### src/rtl/input_conditioner_pkg.sv
// rtl/input_conditioner_pkg.sv - shared board constants and types for the input conditioner
//
// Purpose: board clock and debounce defaults, per-channel output bundle type,
//          and the debounce counter width helper.
// Contents:
//   CLK_FREQ_HZ             - board clock frequency
//   DEBOUNCE_MS_DEFAULT     - default debounce window in milliseconds
//   DEBOUNCE_CYCLES_DEFAULT - default debounce window in clock cycles
//   chan_out_t              - {toggle, fall, rise, clean} of one channel
//   cnt_width()             - counter width able to hold 0..cycles
package input_conditioner_pkg;

  localparam int CLK_FREQ_HZ             = 50_000_000;
  localparam int DEBOUNCE_MS_DEFAULT     = 10;
  localparam int DEBOUNCE_CYCLES_DEFAULT = (CLK_FREQ_HZ / 1000) * DEBOUNCE_MS_DEFAULT;

  typedef struct packed {
    logic toggle;
    logic fall;
    logic rise;
    logic clean;
  } chan_out_t;

  function automatic int cnt_width(input int cycles);
    return $clog2(cycles + 1);
  endfunction

endpackage

### src/rtl/debounce_channel.sv
// rtl/debounce_channel.sv - single-bit synchroniser, debouncer and edge/toggle logic
//
// Purpose: synchronise one asynchronous level, require DEBOUNCE_CYCLES
//          consecutive stable cycles before the clean level follows it, and
//          flag the resulting edges.
// Ports:
//   clk_i  - system clock
//   rst_ni - asynchronous active-low reset
//   raw_i  - asynchronous input level (polarity already corrected)
//   out_o  - {toggle, fall, rise, clean} for this channel
module debounce_channel
  import input_conditioner_pkg::*;
#(
  parameter int DEBOUNCE_CYCLES = DEBOUNCE_CYCLES_DEFAULT
) (
  input  logic      clk_i,
  input  logic      rst_ni,
  input  logic      raw_i,
  output chan_out_t out_o
);

  localparam int            CW   = cnt_width(DEBOUNCE_CYCLES);
  localparam logic [CW-1:0] LAST = CW'(DEBOUNCE_CYCLES - 1);

  logic          s1_q, s2_q;
  logic          clean_q, clean_d;
  logic          rise_q, rise_d;
  logic          fall_q, fall_d;
  logic          tog_q, tog_d;
  logic [CW-1:0] cnt_q, cnt_d;

  // The counter only runs while the synchronised level disagrees with the
  // clean level; any return to agreement clears it, so a short excursion or a
  // bounce mid-count never reaches LAST and the count cannot wrap.
  always_comb begin
    clean_d = clean_q;
    rise_d  = 1'b0;
    fall_d  = 1'b0;
    tog_d   = tog_q;
    cnt_d   = cnt_q;
    if (s2_q == clean_q) begin
      cnt_d = '0;
    end else if (cnt_q == LAST) begin
      clean_d = s2_q;
      cnt_d   = '0;
      rise_d  = s2_q;
      fall_d  = ~s2_q;
      tog_d   = tog_q ^ s2_q;
    end else begin
      cnt_d = cnt_q + CW'(1);
    end
  end

  always_ff @(posedge clk_i or negedge rst_ni) begin
    if (!rst_ni) begin
      s1_q    <= 1'b0;
      s2_q    <= 1'b0;
      clean_q <= 1'b0;
      rise_q  <= 1'b0;
      fall_q  <= 1'b0;
      tog_q   <= 1'b0;
      cnt_q   <= '0;
    end else begin
      s1_q    <= raw_i;
      s2_q    <= s1_q;
      clean_q <= clean_d;
      rise_q  <= rise_d;
      fall_q  <= fall_d;
      tog_q   <= tog_d;
      cnt_q   <= cnt_d;
    end
  end

  assign out_o = '{toggle: tog_q, fall: fall_q, rise: rise_q, clean: clean_q};

endmodule

### src/rtl/input_conditioner.sv
// rtl/input_conditioner.sv - debounced switch/button front end for the gate-logic operands
//
// Purpose: per-channel polarity correction, synchronisation, debounce, edge
//          pulses and toggle state for N independent raw inputs.
// Ports:
//   CLK    - system clock
//   RST_N  - asynchronous active-low reset
//   RAW_IN - raw asynchronous switch/button pins
//   CLEAN  - debounced level per channel (bit 0 -> A, bit 1 -> B)
//   RISE   - one-cycle pulse when CLEAN rises
//   FALL   - one-cycle pulse when CLEAN falls
//   TOGGLE - flips on each RISE of its channel
module input_conditioner
  import input_conditioner_pkg::*;
#(
  parameter int           N               = 2,
  parameter int           DEBOUNCE_CYCLES = DEBOUNCE_CYCLES_DEFAULT,
  parameter logic [N-1:0] INVERT          = '0
) (
  input  logic         CLK,
  input  logic         RST_N,
  input  logic [N-1:0] RAW_IN,
  output logic [N-1:0] CLEAN,
  output logic [N-1:0] RISE,
  output logic [N-1:0] FALL,
  output logic [N-1:0] TOGGLE
);

  for (genvar i = 0; i < N; i++) begin : g_chan
    logic      raw_pol;
    chan_out_t ch_out;

    // Active-low buttons are flipped before the synchroniser so every
    // downstream stage sees "pressed" as 1.
    assign raw_pol = RAW_IN[i] ^ INVERT[i];

    debounce_channel #(
      .DEBOUNCE_CYCLES(DEBOUNCE_CYCLES)
    ) u_chan (
      .clk_i (CLK),
      .rst_ni(RST_N),
      .raw_i (raw_pol),
      .out_o (ch_out)
    );

    assign CLEAN[i]  = ch_out.clean;
    assign RISE[i]   = ch_out.rise;
    assign FALL[i]   = ch_out.fall;
    assign TOGGLE[i] = ch_out.toggle;
  end

endmodule
### config.mk
export PLATFORM = sky130hd
export DESIGN_NAME = input_conditioner
export DESIGN_NICKNAME = d
export VERILOG_FILES = /design/src/rtl/input_conditioner_pkg.sv /design/src/rtl/debounce_channel.sv /design/src/rtl/input_conditioner.sv
export SDC_FILE = /design/constraint.sdc
export NUM_CORES = 1
export LEC_CHECK = 0
export ABC_AREA = 1
export BUFFER_PORTS_ARGS = -buffer_cell sky130_fd_sc_hd__buf_2
export CAP_MARGIN = 15
export CORE_UTILIZATION = 26
export DETAILED_ROUTE_END_ITERATION = 16
export HOLD_SLACK_MARGIN = 0.03
export PLACE_DENSITY = 0.37
export SLEW_MARGIN = 20
export SYNTH_ARGS = -nofsm -noshare
export SYNTH_HDL_FRONTEND = slang
export SYNTH_SLANG_ARGS = --single-unit
### constraint.sdc
create_clock -name CLK -period 2.8 [get_ports CLK]
set_input_delay 0.28 -clock CLK [delete_from_list [all_inputs] [get_ports CLK]]
set_output_delay 0.28 -clock CLK [all_outputs]
set_load 0.05 [all_outputs]
; Yosys cells after proc, flatten, opt, wreduce, memory -nomap -nowiden
; Index checks and enable logic that the tools add are counted.
[totals]
ff_bits = 50
latchBits = 0
ram_bits = 0
rom_bits = 0
in_bits = 4
output_inout_bits = 8
elab_cells = 40
mem_count = 0
[op_classes]
n_addsub = 2
mul = 0
div = 0
n_lt_le_gt_ge = 0
n_eq_ne = 4
shift = 0
mux = 12
bitwise = 6
reduce_logical = 2
[op_table]
columns = operator, count
row1 = $mux 19, 4
row2 = $add 19x1->19 const B, 2
row3 = $eq 19x19->1 const B, 2
row4 = $mux 1, 8
row5 = $not 1->1, 4
row6 = $reduce_and 2->1, 2
row7 = $eq 1x1->1, 2
row8 = $xor 1x1->1, 2

; Longest topological paths before layout
[logic_depth]
depth_word = 3
ltp_mapped = 8
ltp_nobuf = 8

; Modules after synthesis
; Synthesis repeated with hierarchy kept, for this count alone.
[unflattened]
hier_cells = 332
area_unflattened_um2 = 2670.1
[by_module_without_submodules]
columns = mod, n_inst, cells_each, area_each_um2, seq_area_each_um2
row1 = debounce_channel, 2, 166, 1335.0, 625.6

; Worst setup path before layout
; OpenSTA, ideal clock, no wires.
[synth_timing]
path_type = reg2reg
from = register g_chan[0].u_chan.cnt_q[0]
to = register g_chan[0].u_chan.cnt_q[5]
setup_ps = 123
arrival_ps = 1177
t_required_ps = 2677
path_slack_ps = 1500
stages_incl_launch_ff = 7
path_buffers = 0
period_less_slack_ps = 1300
path_cell_list = dfrtp_1 > ha_1 > nand3_1 > nor2_1 > nand3_2 > nand2_1 > nor2_1
[synth_between]
elab_chain_len = 3
elab_cells_between_ends = 4
cone_classes = add/sub (1) / eq/ne (1) / mux (2)
[synth_rtl]
columns = element, line
row1 = from (decl), debounce_channel.sv:30  ; logic [CW-1:0] cnt_q, cnt_d;
row2 = from (signal assigned), debounce_channel.sv:70  ; cnt_q <= cnt_d;
row3 = $add 19x1->19 or $eq 19x19->1 (tied branches), "debounce_channel.sv:50, debounce_channel.sv:43"
row4 = $mux 19 *, debounce_channel.sv:43  ; end else if (cnt_q == LAST) begin
row5 = $mux 19 *, debounce_channel.sv:41  ; if (s2_q == clean_q) begin
row6 = via g_chan[0].u_chan.cnt_d[5], debounce_channel.sv:30
; Mark *: on every way through the listed nets, which the timed path passes. The rest lies on a longest branch.
; A chain may end at the register's enable or synchronous reset.

; Final worst setup path
[layout_timing]
from = register g_chan[0].u_chan.clean_q
to = register g_chan[0].u_chan.cnt_q[1]
[layout_between]
elab_chain_len = 2
[layout_rtl]
columns = element, line
row1 = from (decl), debounce_channel.sv:26  ; logic clean_q, clean_d;
row2 = from (signal assigned), debounce_channel.sv:66  ; clean_q <= clean_d;
row3 = $eq 1x1->1, debounce_channel.sv:41
row4 = $mux 19, debounce_channel.sv:41
row5 = via g_chan[0].u_chan.cnt_d[1], debounce_channel.sv:30
; The timed path passes the listed nets, and every way through them passes these cells.

==> results.cfg <==
[flow_run]
max-cap-violations = 0

[power]
leakagePower_nw = 1.26
powerDensity_nw_per_um2 = 408
ir_drop_v = 0.000197

[die]
core_area_um2 = 9910
die_h_um = 104
initial_core_util_pct = 27.1
io_pins = 12
dieArea_um2 = 10700
std_cell_rows = 36
fp.dieW_um = 104

[setup_path]
cp_max_fo = 9
reg2reg_from = g_chan[0].u_chan.clean_q$_DFFE_PN0P_
start_kind = flip-flop
worst_setup_path_end_kind = flip-flop
cp.arrival_ps = 1780
reg2reg_slack_ps = 1200
r2r_cells = 6
worst_ep_required_time_ps = 2980
critPathKind = reg2reg
reg2reg_to = g_chan[0].u_chan.cnt_q[1]$_DFF_PN0_

[clocking]
cts_resized = 0
clk_path_buf_depth = 2
hold_buffers = 1
clk_pin_slew_worst_paths_ps = 90
cts_tree = built
cts_sinks = 50
root_buffer = clkbuf_8
post-cts-setup-buffers = 0
cts_buffers = 5
h-tree-depth = 2
clk-insertion-delay-late_ps = 300

[detailed_routing]
vias = 2099
wirelength_um = 6000
first_pass_iters = 6
ant_nets = 0
wl_per_cell_um = 12.0
post-route-drc-count = 0
drtIter0Drc = 93
vias_per_cell = 4.18

[global_route]
antenna_found_initial = 0
grt_start_max_net_pins = 25
grt_pass1_vias = 2086
grt-ovfl-total = 0
track_usage_pct = 12.2
grt_pass1_wl_um = 10300

[logic_synthesis]
synth_cell_type_count = 22
yosys-top-cells-count = nor2_1, nand2_1, dfrtp_1
syn-instance-count = 354
synth_seq_cells = 50
async_reset_ff_share_pct = 100
yosys_most_used_dff = dfrtp_1
yosys.cell_count.top_type = nor2_1
ys_warn_count = 0
synth.area.top_cells = dfrtp_1, nor2_1, nand2_1, inv_1, xor2_1
yosysTopAreaCell = dfrtp_1
synthesis.area_um2 = 2690
syn_avg_cell_area_um2 = 7.59
synth-edff-count = 0
synth-seq-area-share_pct = 46.6
synth_top_area_share_pct = 46.6
syn_nets = 360

[sta]
finalCritPeriodShare_pct = 57.2
max_clock_freq_mhz = 625
skew_ps = 15.3
fin_setup_tns_ps = 0
holdWs_ps = 88.2
slew_viol_final = 0
rsz0062_at_grt = false
finalHoldViolations = 0
maxSlewHeadroom_pct = 63.6
worst_pin_slew_ps = 546
fin_crit_ps = 1600
setup_viol = 0

[final_layout]
multi_input_area_um2 = 1210
regArea_um2 = 1250
area_delta_synth_final_pct = 10.4
diodes = 0
stdcell_count = 502
fillerInstances = 1083
layout-drive-gt1-share_pct = 11.1
nets = 374

[worst_hold_path]
worstHoldPathCells = 1
min_from = RAW_IN[1]
min_path_type = in2reg
whs_endpoint = g_chan[1].u_chan.s1_q$_DFF_PN0_

[place]
dp_hpwl_um = 4600
portBuffers = 11
dp_cells = 493
place.gp.congestion = 0.758

[outcome]
status = finished, final reports clean
-- kinds of logic (layout without fill, tap and decap cells) --
family | count (synthesis) | after routing | synth area share [%]
flops | 50 | 50 | 46.6
simple gates | 214 | 214 | 34.8
buf+inv | 53 | 68 | 8.52
compound gates | 16 | 16 | 2.98
fa+ha+maj | 2 | 2 | 0.931
xor+xnor | 19 | 19 | 6.19
-- routing by layer --
layer,share of wire (%),global-route usage [%]
met5,0,0
met4,0.63,3.98
met3,2.6,1.95
met2,44,18.9
met1,53,17.2
-- sequential cells by signal, summed over array words and instances, names as in the netlist --
name / cells
g_chan.u_chan.cnt_q: 38
g_chan.u_chan.clean_q: 2
g_chan.u_chan.fall_q: 2
g_chan.u_chan.rise_q: 2
g_chan.u_chan.s1_q: 2
g_chan.u_chan.s2_q: 2
g_chan.u_chan.tog_q: 2
-- cell type report --
class / instances / share of cell area, %
timing repair buffer: 15 / 2.95
sequential: 50 / 42.2
inverter: 45 / 5.69
tap: 133 / 5.61
multi-input combinational: 251 / 40.7
clock inverter: 2 / 0.464
clock buffer: 6 / 2.45
-- cell usage in the layout (no fill, tap or decap), types with 2 or more instances in the layout --
cell type,count
nor3b_1,2
dfrtp_1,50
buf_4,3
o21ai_0,8
nor2_1,97
nand2_1,63
nand3_1,24
xor2_1,14
nand4_1,3
nand2_2,5
a21oi_1,8
xnor2_1,5
nor3_1,5
clkbuf_8,5
inv_1,44
buf_2,11
nor2_2,8
ha_1,2
nor2_4,3
-- per-stage QoR --
step                utilization (%)  area [um2]  total power [mW]  worst slack [ps]
finish                         29.9        2970              1.21              1200
global route                   29.9        2970              1.28              1030
CTS                            29.9        2970              1.25              1180
detailed placement             29.0        2870             0.806              1190
global placement               29.0        2870             0.806              1240
floorplan                         -        2690             0.774              1500
-- how the worst max path moves through the flow --
stage | startpoint | endpoint | cells after the start
finish | g_chan[0].u_chan.clean_q$_DFFE_PN0P_ | g_chan[0].u_chan.cnt_q[1]$_DFF_PN0_ | 6
CTS | g_chan[0].u_chan.clean_q$_DFFE_PN0P_ | g_chan[0].u_chan.cnt_q[0]$_DFF_PN0_ | 6
detailed placement | g_chan[0].u_chan.clean_q$_DFFE_PN0P_ | g_chan[0].u_chan.cnt_q[5]$_DFF_PN0_ | 6
global placement | g_chan[0].u_chan.clean_q$_DFFE_PN0P_ | g_chan[0].u_chan.cnt_q[5]$_DFF_PN0_ | 6
floorplan | g_chan[0].u_chan.cnt_q[0]$_DFF_PN0_ | g_chan[0].u_chan.cnt_q[5]$_DFF_PN0_ | 6
global route | g_chan[0].u_chan.clean_q$_DFFE_PN0P_ | g_chan[0].u_chan.cnt_q[1]$_DFF_PN0_ | 6
-- worst max-delay path, cell delays in order, from the launching register on --
cell and delay [ps]:
dfrtp_1 410, inv_1 80, nor2_1 50, nor2_2 390, inv_1 240, nand2_1 250, nor2_1 70
-- power breakdown --
part / internal [mW] / leakage [nW] / switching [mW]
Sequential: 0.731 / 0.684 / 0.00657
Clock: 0.177 / 0.0452 / 0.243
Combinational: 0.0141 / 0.531 / 0.0374
Power figures use the tool's default switching activity.
